## config.mk

```make
export PLATFORM = sky130hd
export DESIGN_NAME = multicycle_controller
export DESIGN_NICKNAME = d
export VERILOG_FILES = /design/src/rtl/rv_pkg.sv /design/src/rtl/multicycle_controller.sv
export SDC_FILE = /design/constraint.sdc
export NUM_CORES = 1
export LEC_CHECK = 0
export ABC_AREA = 1
export ABC_CLOCK_PERIOD_IN_PS = 2200
export CAP_MARGIN = 20
export CORE_MARGIN = 2
export CORE_UTILIZATION = 48
export CTS_CLUSTER_DIAMETER = 120
export DETAILED_ROUTE_END_ITERATION = 16
export PLACE_DENSITY_LB_ADDON = 0.25
export SLEW_MARGIN = 5
export SYNTH_ARGS = -nofsm -noshare
export SYNTH_HDL_FRONTEND = slang
export SYNTH_SLANG_ARGS = --single-unit
export TNS_END_PERCENT = 20
```

## constraint.sdc

```tcl
create_clock -name clock -period 2.2 [get_ports clock]
set_input_delay 0.22 -clock clock [delete_from_list [all_inputs] [get_ports clock]]
set_output_delay 0.22 -clock clock [all_outputs]
set_load 0.01 [all_outputs]
```

## src/rtl/rv_pkg.sv

```systemverilog
// Shared definitions for the multi-cycle RV32I sequencer: base opcodes,
// controller state encoding and the instruction-register reset value.
package rv_pkg;

  localparam logic [6:0] OPC_LUI    = 7'b0110111;
  localparam logic [6:0] OPC_AUIPC  = 7'b0010111;
  localparam logic [6:0] OPC_JAL    = 7'b1101111;
  localparam logic [6:0] OPC_JALR   = 7'b1100111;
  localparam logic [6:0] OPC_BRANCH = 7'b1100011;
  localparam logic [6:0] OPC_LOAD   = 7'b0000011;
  localparam logic [6:0] OPC_STORE  = 7'b0100011;
  localparam logic [6:0] OPC_OP_IMM = 7'b0010011;
  localparam logic [6:0] OPC_OP     = 7'b0110011;

  localparam logic [31:0] RESET_NOP = 32'h0000_0013;

  typedef enum logic [2:0] {
    ST_FETCH     = 3'd0,
    ST_DECODE    = 3'd1,
    ST_EXECUTE   = 3'd2,
    ST_MEM       = 3'd3,
    ST_WRITEBACK = 3'd4,
    ST_TRAP      = 3'd7
  } ctrl_state_t;

  function automatic logic opc_is_legal(input logic [6:0] opc);
    logic legal;
    case (opc)
      OPC_LUI, OPC_AUIPC, OPC_JAL, OPC_JALR, OPC_BRANCH,
      OPC_LOAD, OPC_STORE, OPC_OP_IMM, OPC_OP: legal = 1'b1;
      default:                                 legal = 1'b0;
    endcase
    return legal;
  endfunction

endpackage

```

## src/rtl/multicycle_controller.sv

```systemverilog
// Multi-cycle FETCH/DECODE/EXECUTE/MEM/WRITEBACK sequencer: owns pc and the
// instruction register and drives the instruction/data memory handshakes.
module multicycle_controller
  import rv_pkg::*;
#(
  parameter logic [31:0] RESET_PC = 32'h0000_0000,
  parameter logic [31:0] PC_STEP  = 32'd1
) (
  input  logic        clock,
  input  logic        Rst,
  input  logic        stall,
  output logic        imem_req,
  output logic [31:0] imem_addr,
  input  logic        imem_ack,
  input  logic [31:0] imem_rdata,
  output logic        dmem_req,
  output logic        dmem_we,
  input  logic        dmem_ack,
  input  logic        branch_taken,
  input  logic [31:0] branch_target,
  output logic [31:0] pc,
  output logic [31:0] instruction,
  output logic        rf_we,
  output logic [2:0]  state,
  output logic [31:0] instret,
  output logic        illegal
);

  ctrl_state_t state_q, state_d;
  logic [31:0] pc_q, pc_d;
  logic [31:0] npc_q, npc_d;
  logic [31:0] ir_q, ir_d;
  logic [31:0] instret_q, instret_d;
  logic        imem_req_q, imem_req_d;
  logic        dmem_req_q, dmem_req_d;
  logic        dmem_we_q, dmem_we_d;
  logic        rf_we_q, rf_we_d;
  logic        illegal_q, illegal_d;
  logic        retire;
  logic [6:0]  opcode;
  logic [31:0] seq_pc;

  assign opcode = ir_q[6:0];
  assign seq_pc = pc_q + PC_STEP;

  // Next-state, next-pc and handshake request logic.
  always_comb begin
    state_d    = state_q;
    pc_d       = pc_q;
    npc_d      = npc_q;
    ir_d       = ir_q;
    instret_d  = instret_q;
    imem_req_d = imem_req_q;
    dmem_req_d = dmem_req_q;
    dmem_we_d  = dmem_we_q;
    rf_we_d    = 1'b0;
    illegal_d  = illegal_q;
    retire     = 1'b0;

    case (state_q)
      ST_FETCH: begin
        // An issued request is held until ack; stall only gates a new one.
        if (imem_req_q && imem_ack) begin
          ir_d       = imem_rdata;
          imem_req_d = 1'b0;
          state_d    = ST_DECODE;
        end else if (!imem_req_q && !stall) begin
          imem_req_d = 1'b1;
        end else begin
          imem_req_d = imem_req_q;
        end
      end
      ST_DECODE: begin
        if (opc_is_legal(opcode)) begin
          state_d = ST_EXECUTE;
        end else begin
          illegal_d = 1'b1;
          state_d   = ST_TRAP;
        end
      end
      ST_EXECUTE: begin
        case (opcode)
          OPC_JAL, OPC_JALR: npc_d = branch_target;
          OPC_BRANCH:        npc_d = branch_taken ? branch_target : seq_pc;
          default:           npc_d = seq_pc;
        endcase
        case (opcode)
          OPC_LOAD, OPC_STORE: begin
            state_d    = ST_MEM;
            dmem_req_d = 1'b1;
            dmem_we_d  = (opcode == OPC_STORE);
          end
          OPC_BRANCH: retire = 1'b1;
          default: begin
            state_d = ST_WRITEBACK;
            rf_we_d = 1'b1;
          end
        endcase
      end
      ST_MEM: begin
        if (dmem_ack) begin
          dmem_req_d = 1'b0;
          dmem_we_d  = 1'b0;
          if (opcode == OPC_LOAD) begin
            state_d = ST_WRITEBACK;
            rf_we_d = 1'b1;
          end else begin
            retire = 1'b1;
          end
        end else begin
          dmem_req_d = 1'b1;
        end
      end
      ST_WRITEBACK: retire = 1'b1;
      ST_TRAP: begin
        imem_req_d = 1'b0;
        dmem_req_d = 1'b0;
        dmem_we_d  = 1'b0;
      end
      default: begin
        state_d    = ST_TRAP;
        imem_req_d = 1'b0;
        dmem_req_d = 1'b0;
        dmem_we_d  = 1'b0;
      end
    endcase

    // Retirement is the only place pc and instret advance.
    if (retire) begin
      pc_d       = npc_d;
      instret_d  = instret_q + 32'd1;
      state_d    = ST_FETCH;
      imem_req_d = !stall;
    end else begin
      pc_d = pc_q;
    end
  end

  // Controller state, pc, instruction register, requests and counters.
  always_ff @(posedge clock) begin
    if (Rst) begin
      state_q    <= ST_FETCH;
      pc_q       <= RESET_PC;
      npc_q      <= RESET_PC;
      ir_q       <= RESET_NOP;
      instret_q  <= 32'd0;
      imem_req_q <= 1'b0;
      dmem_req_q <= 1'b0;
      dmem_we_q  <= 1'b0;
      rf_we_q    <= 1'b0;
      illegal_q  <= 1'b0;
    end else begin
      state_q    <= state_d;
      pc_q       <= pc_d;
      npc_q      <= npc_d;
      ir_q       <= ir_d;
      instret_q  <= instret_d;
      imem_req_q <= imem_req_d;
      dmem_req_q <= dmem_req_d;
      dmem_we_q  <= dmem_we_d;
      rf_we_q    <= rf_we_d;
      illegal_q  <= illegal_d;
    end
  end

  assign imem_req    = imem_req_q;
  assign imem_addr   = pc_q;
  assign dmem_req    = dmem_req_q;
  assign dmem_we     = dmem_we_q;
  assign pc          = pc_q;
  assign instruction = ir_q;
  assign rf_we       = rf_we_q;
  assign state       = state_q;
  assign instret     = instret_q;
  assign illegal     = illegal_q;

endmodule

```

==> impl_metrics.csv <==
group,metric,value,unit
sta,timing.fmax,501,MHz
yosys,synthCells,1076,
pwr,combPwrFrac,37.4,%
sta,maxSlewHeadroom,50.4,%
yosys,async_flop_share,0,%
routing,drtIter0Drc,635,
final_layout,area_growth,36.5,%
sta,fin_skew,0.00918,ns
pwr,p_int,0.00678,W
clock_tree,cts_made_buffers,17,
setup_path,critPathMaxFanout,7,
die,die_h,127,um
yosys,syn_area,7260,sq um
placed_design,port_buffers,205,
final_layout,num_antenna_cells,0,
final_layout,fin_cells,1447,
setup_path,rr_startpoint,"imem_addr[1]$_SDFFE_PP0P_",
hold_path,hold_path_depth,3,
final_layout,mostFrequentLayoutCell,"nand2_1",
routing,routedWlPerCell,14.7,um
setup_path,required,2.55,ns
routing,drt_first_pass_iters,5,
placed_design,place.gp.congestion,0.932,
placed_design,place.detailed.hpwl,15100,um
final_layout,fin_area,9900,sq um
clock_tree,cts_tree,"done",
routing,num_vias,7625,
clock_tree,post_cts_buffers,0,
hold_path,timing.hold.worst.class,"in2reg",
sta,holdWs,0.373,ns
die,die_area,16100,sq um
setup_path,timing.rr.end,"imem_addr[18]$_SDFFE_PP0P_",
routing,drc_errors,0,
pwr,p_per_area,1060,nW/um^2
final_layout,drive_above_1_share,7.36,%
die,die-width,127,um
yosys,synth-seq-area-share,37.5,%
final_layout,fin_nets,1322,
hold_path,min_to,"instruction[1]$_SDFFE_PP1P_",
pwr,netSwitchingPower,0.00369,W
yosys,ys_warn_count,0,
setup_path,reg2reg_depth,10,
clock_tree,clk_pin_slew,0.06,ns
setup_path,crit_arrival,2.35,ns
yosys,synth_flop_cell,"dfxtp_1",
sta,final_hold_viol_count,0,
global_routing,grt_usage,26.6,%
die,initial_core_util,49.5,%
pwr,power.share.clock,28.1,%
setup_path,critPathCaptureType,"register",
setup_path,start_kind,"register",
clock_tree,cts_htree_levels,4,
global_routing,grt_max_degree,39,
final_layout,fin_util,67.6,%
sta,finalSetupViolCount,0,
flow_run,maxCapViolations,0,
clock_tree,root_buffer,"clkbuf_16",
clock_tree,cts_buffer_depth,2,
sta,tns,0,ns
clock_tree,worst_skew_pair.late_latency,0.43,ns
routing,wirelength,21300,um
sta,slew_violations,0,
yosys,synth_edf_count,0,
setup_path,worstSetupPathType,"reg2reg",
pwr,p_sw_share,35.3,%
routing,ant_nets,0,
final_layout,final_cell_mix,"241 x nand2_1, 205 x clkdlybuf4s50_1, 147 x nor2_1",
sta,min_period,2.00,ns
global_routing,grt_pass1_vias,7144,
setup_path,r2r_setup_slack,0.20,ns
die,io_pins,206,
status,status,"complete, no violations",
die,core_area,14600,sq um
die,num_rows,44,
global_routing,grt_overflow,0,
routing,vias_per_cell,5.27,
pwr,ir_drop,0.678,mV
placed_design,post-place-cells,1415,
final_layout,fill_cells,1314,
pwr,p_leak,4.06,nW
hold_path,worstHoldStart,"imem_rdata[1]",
sta,tightest_slew,0.743,ns
global_routing,grt_pass1_wl,34700,um
placed_design,placed_area,9280,sq um
yosys,ys_types,43,
clock_tree,clock-sinks,136,
yosys,avgSynthCellArea,6.74,sq um
pwr,seqPwrFrac,34.5,%
sta,grt_setup_unrepaired,"no",
yosys,synthesis.nets,1148,
sta,post-route-period-util,90.8,%
global_routing,antenna_found_initial,1,
yosys,ys_ff_latch,136,
layout make-up:
| type | instances | area, sq um | share of cell area, % |
|---|---|---|---|
| clock inverters | 14 | 175 | 1.77 |
| well taps | 184 | 230 | 2.32 |
| multi-input cells | 745 | 3620 | 36.6 |
| inverters | 120 | 450 | 4.55 |
| clock buffers | 18 | 439 | 4.44 |
| repair buffers | 230 | 2260 | 22.9 |
| flip-flops and latches | 136 | 2720 | 27.5 |
registers in the layout, summed over array words and instances (netlist names):
| name | count |
|---|---|
| rf_we | 1 |
| npc_q | 32 |
| dmem_req | 1 |
| instret | 32 |
| imem_req | 1 |
| imem_addr | 32 |
| dmem_we | 1 |
| illegal | 1 |
| instruction | 32 |
| state | 3 |
routing by layer:
layer | global-route usage [%] | share of wire (%) | vias up
met5 | 0 | 0 | -
met2 | 44.6 | 47 | 334
met1 | 33.3 | 43 | 3486
met4 | 7.82 | 1.3 | 0
met3 | 7.47 | 8.9 | 26
li1 | - | - | 3779
what timing repair did:
item                       CTS  global route
setup endpoints to repair    0             4
hold buffers                 0             0
resized for setup            0             2
kinds of logic (layout without fill, tap and decap cells):
group / count (synthesis) / count (layout) / share of synthesized area [%]
adders and majority gates: 2 / 2 / 0.345
and+or+nand+nor: 514 / 514 / 30.6
AOI/OAI and AO/OA: 200 / 200 / 15.2
xor gates and xnor gates: 29 / 29 / 3.50
DFF: 136 / 136 / 37.5
buffers and inverters: 195 / 382 / 12.8
power by group through the flow:
stage               Combinational, W  Sequential [W]  Clock (W)
floorplan                    0.00218         0.00370          0
global placement             0.00385         0.00362          0
detailed placement           0.00389         0.00365          0
CTS                          0.00392         0.00360    0.00297
global route                 0.00433         0.00368    0.00308
finish                       0.00392         0.00361    0.00294
cell usage after synthesis (2+ instances only):
master    count  share of area, %
dfxtp_1     136                38
o21ai_0      73               5.0
inv_1       114               5.9
nor4_1        4              0.34
a22oi_2       5              0.86
inv_2         5              0.26
nor2_4        2              0.31
nand3_1      45               3.1
nor2_2       10              0.86
nor2_1      147               7.6
buf_4        38               3.9
o21ai_1      10              0.69
o21bai_1      5              0.52
buf_6         6              0.93
nand2_1     241                12
a21oi_1      87               6.0
or2_2         2              0.17
nand3b_1      5              0.52
o21a_1        6              0.62
nand4_1      22               1.9
nand3_2       2              0.28
ha_1          2              0.34
xnor2_1       9               1.1
a21o_1        3              0.31
nand2_2       2              0.17
xor2_1       20               2.4
a21oi_2       2              0.24
nor3_4        3              0.67
buf_2         7              0.48
a22oi_1       4              0.41
nor3_1       24               1.7
clkbuf_1     23               1.2
a31oi_1       2              0.17
stage by stage:
| step | power, W | setup WS [ns] |
|---|---|---|
| 3_5_place_dp | 0.00754 | 0.210 |
| 4_1_cts | 0.0105 | 0.192 |
| 5_1_grt | 0.0111 | 0.00496 |
| 6_report | 0.0105 | 0.203 |
| 3_3_place_gp | 0.00747 | 0.241 |
| 2_1_floorplan | 0.00588 | 0.519 |
critical path, stage by stage, from the launching register on:
cell     delay (ns)
dfxtp_1        0.44
ha_1           0.20
nand2_1        0.14
nor2_4         0.16
nand4_2        0.22
nor2_4         0.24
xor2_1         0.19
nand2_1        0.07
nand2_1        0.06
nand2_1        0.06
a21oi_1        0.13
how the worst max path moves through the flow:
stage | start | endpoint | slack (ns) | depth (start not counted)
after detailed placement | imem_addr[1]$_SDFFE_PP0P_ | imem_addr[28]$_SDFFE_PP0P_ | 0.21 | 12
after floorplan | imem_addr[1]$_SDFFE_PP0P_ | imem_addr[18]$_SDFFE_PP0P_ | 0.52 | 10
after global placement | imem_addr[1]$_SDFFE_PP0P_ | imem_addr[28]$_SDFFE_PP0P_ | 0.24 | 12
after global routing | imem_addr[1]$_SDFFE_PP0P_ | imem_addr[24]$_SDFFE_PP0P_ | 0.005 | 11
final | imem_addr[1]$_SDFFE_PP0P_ | imem_addr[18]$_SDFFE_PP0P_ | 0.20 | 10
after CTS | imem_addr[1]$_SDFFE_PP0P_ | imem_addr[28]$_SDFFE_PP0P_ | 0.19 | 12
(Power assumes the default switching activity.)
